### src/rtl/rs_dec_msg_framer.sv
// RS decoder message framer: strips parity, re-frames the K message symbols with sop/eop
// into a first-word-fall-through FIFO. Optional statistics counters: `define RS_FRAMER_STATS_EN.
module rs_dec_msg_framer #(
  parameter int DEPTH = 16
) (
  input  logic        clk,
  input  logic        rst_n,
  input  logic [3:0]  sym_width,
  input  logic        symb_out_val,
  input  logic [7:0]  symb_out_cnt,
  input  logic [7:0]  symb_corrected,
  input  logic        dout_ready,
  output logic        dout_val,
  output logic        dout_sop,
  output logic        dout_eop,
  output logic        dout_err,
  output logic [7:0]  dout,
  output logic        ovf,
  output logic        seq_err,
  output logic [15:0] frame_cnt,
  output logic [15:0] drop_cnt
);

  localparam int AW = $clog2(DEPTH);

  typedef struct packed {
    logic       sop;
    logic       eop;
    logic       err;
    logic [7:0] data;
  } ent_t;

  typedef enum logic [1:0] {
    IDLE,
    MSG,
    PARITY
  } state_t;

  localparam ent_t ABORT_ENT = '{sop: 1'b0, eop: 1'b1, err: 1'b1, data: 8'h00};

  function automatic logic [7:0] cw_len(input logic [3:0] w);
    case (w)
      4'd3:    return 8'd7;
      4'd4:    return 8'd15;
      4'd5:    return 8'd31;
      4'd6:    return 8'd63;
      4'd7:    return 8'd127;
      4'd8:    return 8'd255;
      default: return 8'd0;
    endcase
  endfunction

  function automatic logic [7:0] par_len(input logic [3:0] w);
    case (w)
      4'd3, 4'd4: return 8'd4;
      4'd5, 4'd6: return 8'd8;
      4'd7:       return 8'd16;
      4'd8:       return 8'd32;
      default:    return 8'd0;
    endcase
  endfunction

  state_t      state, state_n;
  logic [3:0]  w_lat;
  logic [7:0]  exp_idx, exp_n;
  logic [7:0]  k_last, n_last;
  logic        width_ok, is_last, start, seq_set;
  ent_t        sop_ent, e0, e1;
  logic        e0_v, e1_v;

  logic        hold_v, hold_v_n, pend, pend_n, ferr, ferr_n;
  ent_t        hold_q, hold_n;
  ent_t [2:0]  lst;
  logic [2:0]  lst_v, drop_sel;
  logic [1:0]  ndrop;
  logic        push;
  ent_t        push_ent;

  logic [AW:0] wr_ptr, rd_ptr;
  ent_t        mem [DEPTH];
  ent_t        head;
  logic        empty, full, pop, space;

  assign width_ok = (sym_width >= 4'd3) && (sym_width <= 4'd8);
  assign k_last   = cw_len(w_lat) - par_len(w_lat) - 8'd1;
  assign n_last   = cw_len(w_lat) - 8'd1;
  assign is_last  = (symb_out_cnt == k_last);
  assign sop_ent  = '{sop: 1'b1, eop: 1'b0, err: 1'b0, data: symb_corrected};

  // Decide which entries (at most two: abort then new sop) the current beat produces
  always_comb begin
    state_n = state;
    exp_n   = exp_idx;
    start   = 1'b0;
    seq_set = 1'b0;
    e0_v    = 1'b0;
    e0      = '0;
    e1_v    = 1'b0;
    e1      = '0;
    case (state)
      IDLE: begin
        if (symb_out_val && symb_out_cnt == 8'd0 && width_ok) begin
          e0_v  = 1'b1;
          e0    = sop_ent;
          start = 1'b1;
        end
      end
      MSG: begin
        if (symb_out_val) begin
          if (symb_out_cnt == exp_idx) begin
            e0_v  = 1'b1;
            e0    = '{sop: 1'b0, eop: is_last, err: 1'b0, data: symb_corrected};
            exp_n = exp_idx + 8'd1;
            if (is_last) state_n = PARITY;
          end else begin
            seq_set = 1'b1;
            e0_v    = 1'b1;
            e0      = ABORT_ENT;
            if (symb_out_cnt == 8'd0 && width_ok) begin
              e1_v  = 1'b1;
              e1    = sop_ent;
              start = 1'b1;
            end else begin
              state_n = IDLE;
            end
          end
        end
      end
      PARITY: begin
        if (symb_out_val) begin
          if (symb_out_cnt == 8'd0) begin
            seq_set = 1'b1;
            if (width_ok) begin
              e0_v  = 1'b1;
              e0    = sop_ent;
              start = 1'b1;
            end else begin
              state_n = IDLE;
            end
          end else if (symb_out_cnt == n_last) begin
            state_n = IDLE;
          end
        end
      end
      default: state_n = IDLE;
    endcase
    if (start) begin
      state_n = MSG;
      exp_n   = 8'd1;
    end
  end

  always_ff @(posedge clk or negedge rst_n) begin
    if (!rst_n) begin
      state   <= IDLE;
      w_lat   <= '0;
      exp_idx <= '0;
      seq_err <= 1'b0;
    end else begin
      state   <= state_n;
      exp_idx <= exp_n;
      if (start) w_lat <= sym_width;
      if (seq_set) seq_err <= 1'b1;
    end
  end

  // Oldest-first list of candidates: the skid entry, then this cycle's new entries
  always_comb begin
    lst   = '0;
    lst_v = '0;
    if (hold_v) begin
      lst[0]   = hold_q;
      lst_v[0] = 1'b1;
      lst[1]   = e0;
      lst_v[1] = e0_v;
      lst[2]   = e1;
      lst_v[2] = e1_v;
    end else begin
      lst[0]   = e0;
      lst_v[0] = e0_v;
      lst[1]   = e1;
      lst_v[1] = e1_v;
    end
  end

  // A pending eop owns the write slot and everything younger is lost; otherwise the oldest
  // candidate takes the slot, the next waits in the hold register, and any third is lost.
  always_comb begin
    push     = 1'b0;
    push_ent = '0;
    hold_v_n = 1'b0;
    hold_n   = hold_q;
    pend_n   = pend;
    ferr_n   = ferr;
    ndrop    = 2'd0;
    drop_sel = '0;
    if (pend) begin
      if (space) begin
        push     = 1'b1;
        push_ent = ABORT_ENT;
        pend_n   = 1'b0;
      end
      drop_sel = lst_v;
    end else begin
      if (lst_v[0]) begin
        if (space) begin
          push     = 1'b1;
          push_ent = lst[0];
          if (lst[0].eop) begin
            push_ent.err = lst[0].err | ferr;
            ferr_n       = 1'b0;
          end
        end else begin
          drop_sel[0] = 1'b1;
        end
      end
      hold_v_n    = lst_v[1];
      hold_n      = lst[1];
      drop_sel[2] = lst_v[2];
    end
    for (int i = 0; i < 3; i++) begin
      if (drop_sel[i]) begin
        ndrop = ndrop + 2'd1;
        if (lst[i].eop) begin
          pend_n = 1'b1;
          ferr_n = 1'b0;
        end else begin
          ferr_n = 1'b1;
        end
      end
    end
  end

  always_ff @(posedge clk or negedge rst_n) begin
    if (!rst_n) begin
      hold_v <= 1'b0;
      hold_q <= '0;
      pend   <= 1'b0;
      ferr   <= 1'b0;
      ovf    <= 1'b0;
    end else begin
      hold_v <= hold_v_n;
      hold_q <= hold_n;
      pend   <= pend_n;
      ferr   <= ferr_n;
      if (ndrop != 2'd0) ovf <= 1'b1;
    end
  end

  assign empty = (wr_ptr == rd_ptr);
  assign full  = (wr_ptr[AW] != rd_ptr[AW]) && (wr_ptr[AW-1:0] == rd_ptr[AW-1:0]);
  assign pop   = !empty && dout_ready;
  assign space = !full || pop;
  assign head  = mem[rd_ptr[AW-1:0]];

  always_ff @(posedge clk) begin
    if (push) mem[wr_ptr[AW-1:0]] <= push_ent;
  end

  always_ff @(posedge clk or negedge rst_n) begin
    if (!rst_n) begin
      wr_ptr <= '0;
      rd_ptr <= '0;
    end else begin
      if (push) wr_ptr <= wr_ptr + 1'b1;
      if (pop)  rd_ptr <= rd_ptr + 1'b1;
    end
  end

  // Memory is not reset, so mask the head while empty to keep outputs at zero
  always_comb begin
    dout_val = !empty;
    dout_sop = !empty && head.sop;
    dout_eop = !empty && head.eop;
    dout_err = !empty && head.err;
    dout     = empty ? 8'h00 : head.data;
  end

`ifdef RS_FRAMER_STATS_EN
  logic [15:0] frame_q, drop_q;
  logic [16:0] drop_sum;

  assign drop_sum = {1'b0, drop_q} + {15'd0, ndrop};

  always_ff @(posedge clk or negedge rst_n) begin
    if (!rst_n) begin
      frame_q <= '0;
      drop_q  <= '0;
    end else begin
      if (pop && head.eop && frame_q != 16'hFFFF) frame_q <= frame_q + 16'd1;
      drop_q <= drop_sum[16] ? 16'hFFFF : drop_sum[15:0];
    end
  end

  assign frame_cnt = frame_q;
  assign drop_cnt  = drop_q;
`else
  assign frame_cnt = 16'd0;
  assign drop_cnt  = 16'd0;
`endif

endmodule

### config.mk
export PLATFORM = sky130hd
export DESIGN_NAME = rs_dec_msg_framer
export DESIGN_NICKNAME = d
export VERILOG_FILES = /design/src/rtl/rs_dec_msg_framer.sv
export SDC_FILE = /design/constraint.sdc
export NUM_CORES = 1
export LEC_CHECK = 0
export ABC_AREA = 1
export ABC_CLOCK_PERIOD_IN_PS = 4070
export CAP_MARGIN = 20
export CELL_PAD_IN_SITES_DETAIL_PLACEMENT = 0
export CELL_PAD_IN_SITES_GLOBAL_PLACEMENT = 1
export CORE_MARGIN = 3
export CORE_UTILIZATION = 47
export DETAILED_ROUTE_END_ITERATION = 10
export GPL_TIMING_DRIVEN = 0
export PLACE_DENSITY = 0.77
export SYNTH_ARGS = -nofsm -noshare
export SYNTH_HDL_FRONTEND = slang
export SYNTH_SLANG_ARGS = --single-unit
### constraint.sdc
create_clock -name clk -period 4.07 [get_ports clk]
set_input_delay 0.814 -clock clk [delete_from_list [all_inputs] [get_ports clk]]
set_output_delay 0.814 -clock clk [all_outputs]
set_load 0.05 [all_outputs]
==> results of run 1 <==
area by class of cell:
cell class	instances	area [µm²]
flip-flops and latches	216	6290
fillers	1832	9160
clock buffers	31	606
repair buffers	63	604
plain buffers	74	419
inverters	82	308
clock inverters	8	66.3
well taps	275	344
multi-input cells	613	3360
flip-flops by register name, indices dropped and copies added (netlist names):
register and cells:
exp_idx 8, ferr 1, hold_q 11, hold_v 1
mem 176, ovf 1, pend 1, rd_ptr 5
seq_err 1, state 2, w_lat 4, wr_ptr 5
per-stage QoR:
stage,cell area (µm²),instances
global placement,11000,1298
detailed placement,11300,1318
global route,12000,1362
finish,12000,1362
CTS,11900,1356
floorplan,10300,986
metal layers:
metal	vias up	track usage	part of all wire
met1	3540	0.331	0.44
li1	3560	-	-
met5	-	0	0
met2	288	0.361	0.47
met3	39	0.0252	0.070
met4	0	0.0679	0.025
kinds of logic (layout without fill, tap and decap cells):
kind of cell    Yosys count  after routing  synth area share
simple gates            330            330             0.144
flops                   216            216             0.617
compound gates          210            210             0.127
buf+inv                 157            258            0.0706
xor+xnor                 25             25            0.0215
fa+ha+maj                16             16            0.0196
other cells               1             32          0.000368
worst max path at each step:
| stage | start | end | slack, ns | cells past startpoint |
|---|---|---|---|---|
| after global placement | symb_out_cnt[5] | mem[5][3] | -1.16 | 10 |
| after CTS | rd_ptr[1] | dout_sop | 0.001 | 9 |
| after floorplan | rd_ptr[0] | dout[0] | 0.90 | 7 |
| after detailed placement | symb_out_cnt[5] | mem[8][7] | -0.35 | 12 |
| final | rd_ptr[1] | dout_err | 0.09 | 9 |
| after global routing | rd_ptr[1] | dout[0] | 0.01 | 9 |
cell usage after synthesis (all sizes together), types with 8 or more instances:
library cell	instances
a211oi	9
a21oi	29
buf	36
clkbuf	39
dfrtp	40
edfxtp	176
ha	16
inv	80
nand2	107
nand3	56
nand4	13
nor2	143
nor3	8
o21ai	111
o221ai	44
o22ai	9
xor2	22
power by group through the flow:
stage	clock network, W	registers [W]	logic (W)
CTS	0.00193	0.00248	0.00244
detailed placement	0	0.00251	0.00250
global route	0.00202	0.00249	0.00263
global placement	0	0.00251	0.00247
finish	0.00190	0.00248	0.00245
floorplan	0	0.00249	0.00161
timing repair:
item	in CTS	in global routing
setup endpoints to repair	11	11
resized for setup	31	19
hold endpoints to repair	0	0
==> results_dict.tcl, run 1 <==
set metrics [dict create \
    pre_cts_ws_ns -0.349 \
    cts-root-to-sink-buffers 3 \
    critical_path_buf_inv_count 5 \
    design.die.area_um2 23500 \
    post_synth_inst_count 955 \
    critical_path.reg2reg.startpoint "w_lat[1]" \
    synth.top_cell.area_share 0.519 \
    yosys-top-cells-area "sky130_fd_sc_hd__edfxtp_1 (52%), sky130_fd_sc_hd__dfrtp_1 (9.8%), sky130_fd_sc_hd__o21ai_0 (5.3%)" \
    netlist_area_um2 10200 \
    placeableCoreArea_um2 21200 \
    hold_buffers 0 \
    netSwitchingPower_w 0.00269 \
    io_buffers 37 \
    cap_viol_max_count 0 \
    average_wire_length_per_cell_after_detail_routing_um 19.8 \
    post_route_cells_drive_above_1_share 0.132 \
    worst_ep_arrival_time_ns 3.16 \
    nets 1113 \
    fin_total_pwr_w 0.00684 \
    dr_total_vias 7427 \
    layout_worst_path_cycle_share 0.977 \
    crit_path_max_fanout 10 \
    layout.cells.most_common "sky130_fd_sc_hd__edfxtp_1" \
    timing.slew.headroom 0.484 \
    postCtsSetupRepairBufs 0 \
    internal_power_of_the_cells_w 0.00415 \
    grt_usage 0.227 \
    synth_seq_area_share 0.617 \
    path_delay_family "buffers and inverters" \
    clkPwrFrac 0.279 \
    hp-class "input pin to asynchronous set/reset pin" \
    r2r_setup_slack_ns 0.45 \
    timing.clock.skew_ns 0.0103 \
    die_x_um 153 \
    cts_num_sinks 216 \
    maxClockFrequency_mhz 251 \
    postSynth.asyncResetShare 0.185 \
    critical_path_rt_ns 3.26 \
    totalWireLength_um 27000 \
    cts_made_buffers 23 \
    setup_ws_ns 0.0931 \
    reg2regPathDepth 19 \
    leakage_nw 4.37 \
    die_h_um 153 \
    route.detailed.vias_per_inst 5.45 \
    critPathCaptureType "output port" \
    period_minus_slack_ns 3.98 \
    postSynth.topFlopCell "sky130_fd_sc_hd__edfxtp_1" \
    antenna_found_initial 0 \
    power.ir.vdd_worst_v 0.000415 \
    rsz_0062_raised_after_global_routing "false" \
    timing.setup.critical_path_class "flop to output port" \
    switching_share 0.394 \
    cts.clk_slew.worst_paths_ns 0.06 \
    detail_route.iter0.violations 685 \
    regToRegEndpoint "mem[7][8]" \
    tightest_slew_ns 0.773 \
    postSynthRegisterBits 216 \
    tritoncts "done" \
    hold_slack_final_ns 0.244 \
    synth_edf_count 176 \
    slowest_stage "sky130_fd_sc_hd__clkdlybuf4s15_2" \
    global_route_wire_length_before_repair_um 41600 \
    rows 53 \
    hpwlAfterDp_um 18900 \
    grt_start_max_net_pins 27 \
    fin_util 0.567 \
    setup_viol 0 \
    clk_latency_ns 0.50 \
    n_antenna_cell 0 \
    htree_num_levels 1 \
    yosysWarningCount 0 \
    crit_chain "clkbuf_1 -> inv_1 -> clkbuf_2 -> buf_2 -> o21ai_0 -> o221ai_1 -> nand3_1 -> a21oi_1 -> clkdlybuf4s15_2" \
    grt_remaining_overflow 0 \
    antenna_violating_nets_post_route 0 \
    finalHoldViolCount 0 \
    postSynthAreaPerCell_um2 10.7 \
    vias_in_the_first_global_route 7117 \
    final_max_slew_viol_count 0 \
    critical_path.max_stage_delay_ns 0.42 \
    layout_common_cells "sky130_fd_sc_hd__edfxtp_1 (176), sky130_fd_sc_hd__nor2_1 (138), sky130_fd_sc_hd__o21ai_0 (108)" \
    run_status "finished, final reports clean" \
    yosysUniqueCellTypes 41 \
    globalplace.congestion 0.860 \
    detail_route.first_pass.iterations 5 \
    worstSetupStartpointType "flop" \
    drc 0 \
    share_comb_of_total_power 0.359 \
    io-pin-count 70 \
    yosysTopAreaCell "sky130_fd_sc_hd__edfxtp_1" \
    syn_to_final_growth_pct 17.7 \
    pwr_density_cell_nw_per_um2 570 \
    cts.root.buffer_cell "sky130_fd_sc_hd__clkbuf_16" \
    initial_utilization 0.482 \
    power_frac_seq 0.363 \
    setup_total_negative_slack_ns 0 \
]
No activity file was read; power rests on OpenSTA's default activity.
==> inputs of run 2 (changes only) <==
--- a/config.mk
+++ b/config.mk
@@ -14,6 +14,7 @@
 export CORE_UTILIZATION = 47
 export DETAILED_ROUTE_END_ITERATION = 10
 export GPL_TIMING_DRIVEN = 0
+export HOLD_SLACK_MARGIN = 0.08
 export PLACE_DENSITY = 0.77
 export SYNTH_ARGS = -nofsm -noshare
 export SYNTH_HDL_FRONTEND = slang
==> results of run 2 <==
No change in the layout: final DEF, timing and power equal those of run 1.
==> inputs of run 3 (changes only) <==
--- a/config.mk
+++ b/config.mk
@@ -10,10 +10,9 @@
 export CAP_MARGIN = 20
 export CELL_PAD_IN_SITES_DETAIL_PLACEMENT = 0
 export CELL_PAD_IN_SITES_GLOBAL_PLACEMENT = 1
-export CORE_MARGIN = 3
 export CORE_UTILIZATION = 47
 export DETAILED_ROUTE_END_ITERATION = 10
-export GPL_TIMING_DRIVEN = 0
+export GPL_ROUTABILITY_DRIVEN = 1
 export HOLD_SLACK_MARGIN = 0.08
 export PLACE_DENSITY = 0.77
 export SYNTH_ARGS = -nofsm -noshare
==> run 3 against run 2 <==
  * Sequential share of layout area up 0.88 points
  * Worst setup slack improved by 0.22 ns
  * First-iteration DRC count down 27%
  * Clock skew is 0.0014 ns lower
  * Die area down 5.2%
  * Worst hold slack gained 0.032 ns
  * Wire length shrank 11%
  * Sequential power about the same
  * Clock power is 13% higher
  * Non-clock buffer count fell by 63
  * Maximum frequency grew 6.0%
==> results_dict.tcl, run 3 (synthesis results as in run 1) <==
set metrics [dict create \
    slowest_stage "sky130_fd_sc_hd__inv_1" \
    grt_busiest_layer "met2" \
    worst_ep_arrival_time_ns 2.94 \
    grt_remaining_overflow 0 \
    crit_path_max_fanout 12 \
    placed_area_um2 11000 \
    crit_chain "inv_1 -> nor2_1 -> nor3_1 -> nand3_1 -> inv_1 -> a21oi_1 -> buf_12" \
    critical_path.max_stage_delay_ns 0.49 \
    gr-usage-met3 0.0260 \
    io_buffers 37 \
    finish.instance_area_um2 11800 \
    antenna_violating_nets_post_route 0 \
    r2r_setup_slack_ns 0.73 \
    tightest_slew_ns 0.931 \
    regToRegEndpoint "mem[5][9]" \
    critical_path.reg2reg.startpoint "w_lat[1]" \
    critPathCaptureType "output port" \
    fin_total_pwr_w 0.00725 \
    finalHoldViolCount 0 \
    drc 0 \
    period_minus_slack_ns 3.75 \
    timing.setup.critical_path_class "flop to output port" \
    post_cts_resize_count 0 \
    fin_util 0.558 \
    die_x_um 149 \
    maxClockFrequency_mhz 266 \
    leakage_nw 4.27 \
    critical_path_buf_inv_count 3 \
    layout_worst_path_cycle_share 0.922 \
    timing.clock.skew_ns 0.00888 \
    cap_viol_max_count 0 \
    n_antenna_cell 0 \
    hold_buffers 0 \
    vias_in_the_first_global_route 6996 \
    htree_num_levels 1 \
    postCtsSetupRepairBufs 0 \
    final_max_slew_viol_count 0 \
    worstSetupPathDepth 7 \
    totalWireLength_um 24000 \
    capturing_instance_or_port_of_the_critical_path "dout_eop" \
    timing.critical_path.from "rd_ptr[3]" \
    route.detailed.vias_per_inst 5.45 \
    dr_total_vias 7086 \
    grt_start_max_net_pins 61 \
    worstSetupStartpointType "flop" \
    cts.root.buffer_cell "sky130_fd_sc_hd__clkbuf_16" \
    setup_total_negative_slack_ns 0 \
    rows 53 \
    detail_route.first_pass.iterations 5 \
    cts-root-to-sink-buffers 3 \
    cts.clk_slew.worst_paths_ns 0.06 \
    design.die.area_um2 22300 \
    cts_made_buffers 23 \
    reg2regPathDepth 18 \
    timing.slew.headroom 0.379 \
    critical_path_rt_ns 3.26 \
    power.ir.vdd_worst_v 0.000408 \
    met2_usage 0.386 \
    hpwlAfterDp_um 15600 \
    rsz_0062_raised_after_global_routing "false" \
    setup_viol 0 \
    hp-class "input pin to asynchronous set/reset pin" \
    placeableCoreArea_um2 21200 \
    global_route_wire_length_before_repair_um 37800 \
    run_status "finished, final reports clean" \
    worst_path_most_repeated_cell "sky130_fd_sc_hd__inv_1" \
    clk_latency_ns 0.49 \
    layout.cells.most_common "sky130_fd_sc_hd__edfxtp_1" \
    n_fill_cell 1847 \
    largest_register_ff_count 176 \
    pwr_density_cell_nw_per_um2 615 \
    post_route_cells_drive_above_1_share 0.106 \
    globalplace.congestion 0.854 \
    detail_route.iter0.violations 503 \
    nets 1050 \
    antenna_found_initial 0 \
    globalRouteMet1Util 0.298 \
    layout_common_cells "sky130_fd_sc_hd__edfxtp_1 (176), sky130_fd_sc_hd__nor2_1 (138), sky130_fd_sc_hd__o21ai_0 (108)" \
    grt_usage 0.222 \
    average_wire_length_per_cell_after_detail_routing_um 18.4 \
    initial_utilization 0.482 \
    cts_num_sinks 216 \
    io-pin-count 70 \
    path_delay_family "buffers and inverters" \
    die_h_um 149 \
    tritoncts "done" \
    syn_to_final_growth_pct 15.8 \
    hold_slack_final_ns 0.276 \
]
run 3: layout make-up:
cell class / count / area [µm²] / area share
Tap cell: 275 / 344 / 0.0292
Clock buffer: 29 / 628 / 0.0532
Clock inverter: 12 / 154 / 0.0130
Multi-Input combinational cell: 613 / 3310 / 0.281
Timing Repair Buffer: 74 / 763 / 0.0647
Inverter: 82 / 308 / 0.0261
Sequential cell: 216 / 6290 / 0.533
run 3: per-stage QoR:
stage / std cells / setup slack (ns)
after detailed placement: 1260 / 0.511
final: 1301 / 0.317
after global placement: 1260 / 0.596
after global routing: 1301 / 0.152
after CTS: 1301 / 0.332
after floorplan: 986 / 0.902
run 3: worst min-delay path by stage:
stage / from / slack (ns) / endpoint / depth (start not counted)
global placement: seq_err / 0.45 / seq_err / 1
CTS: rst_n / 0.29 / hold_q[0] / 1
finish: rst_n / 0.28 / hold_q[0] / 1
detailed placement: seq_err / 0.45 / seq_err / 1
floorplan: ferr / 0.44 / ferr / 2
global route: rst_n / 0.32 / hold_q[0] / 1
run 3: layer usage:
metal / vias to the layer above / part of all wire / wire, µm
met1: 3464 / 0.44 / 10600
met3: 27 / 0.046 / 1100
met2: 168 / 0.50 / 11900
met4: 0 / 0.013 / 306
met5: - / 0 / 0
li1: 3427 / - / -
run 3: power by group:
part	switching [W]	total [W]	internal [W]	leakage, nW
clock network	0.000808	0.00215	0.00134	0.385
registers	0.0000736	0.00249	0.00241	1.81
logic	0.00172	0.00262	0.000900	2.08
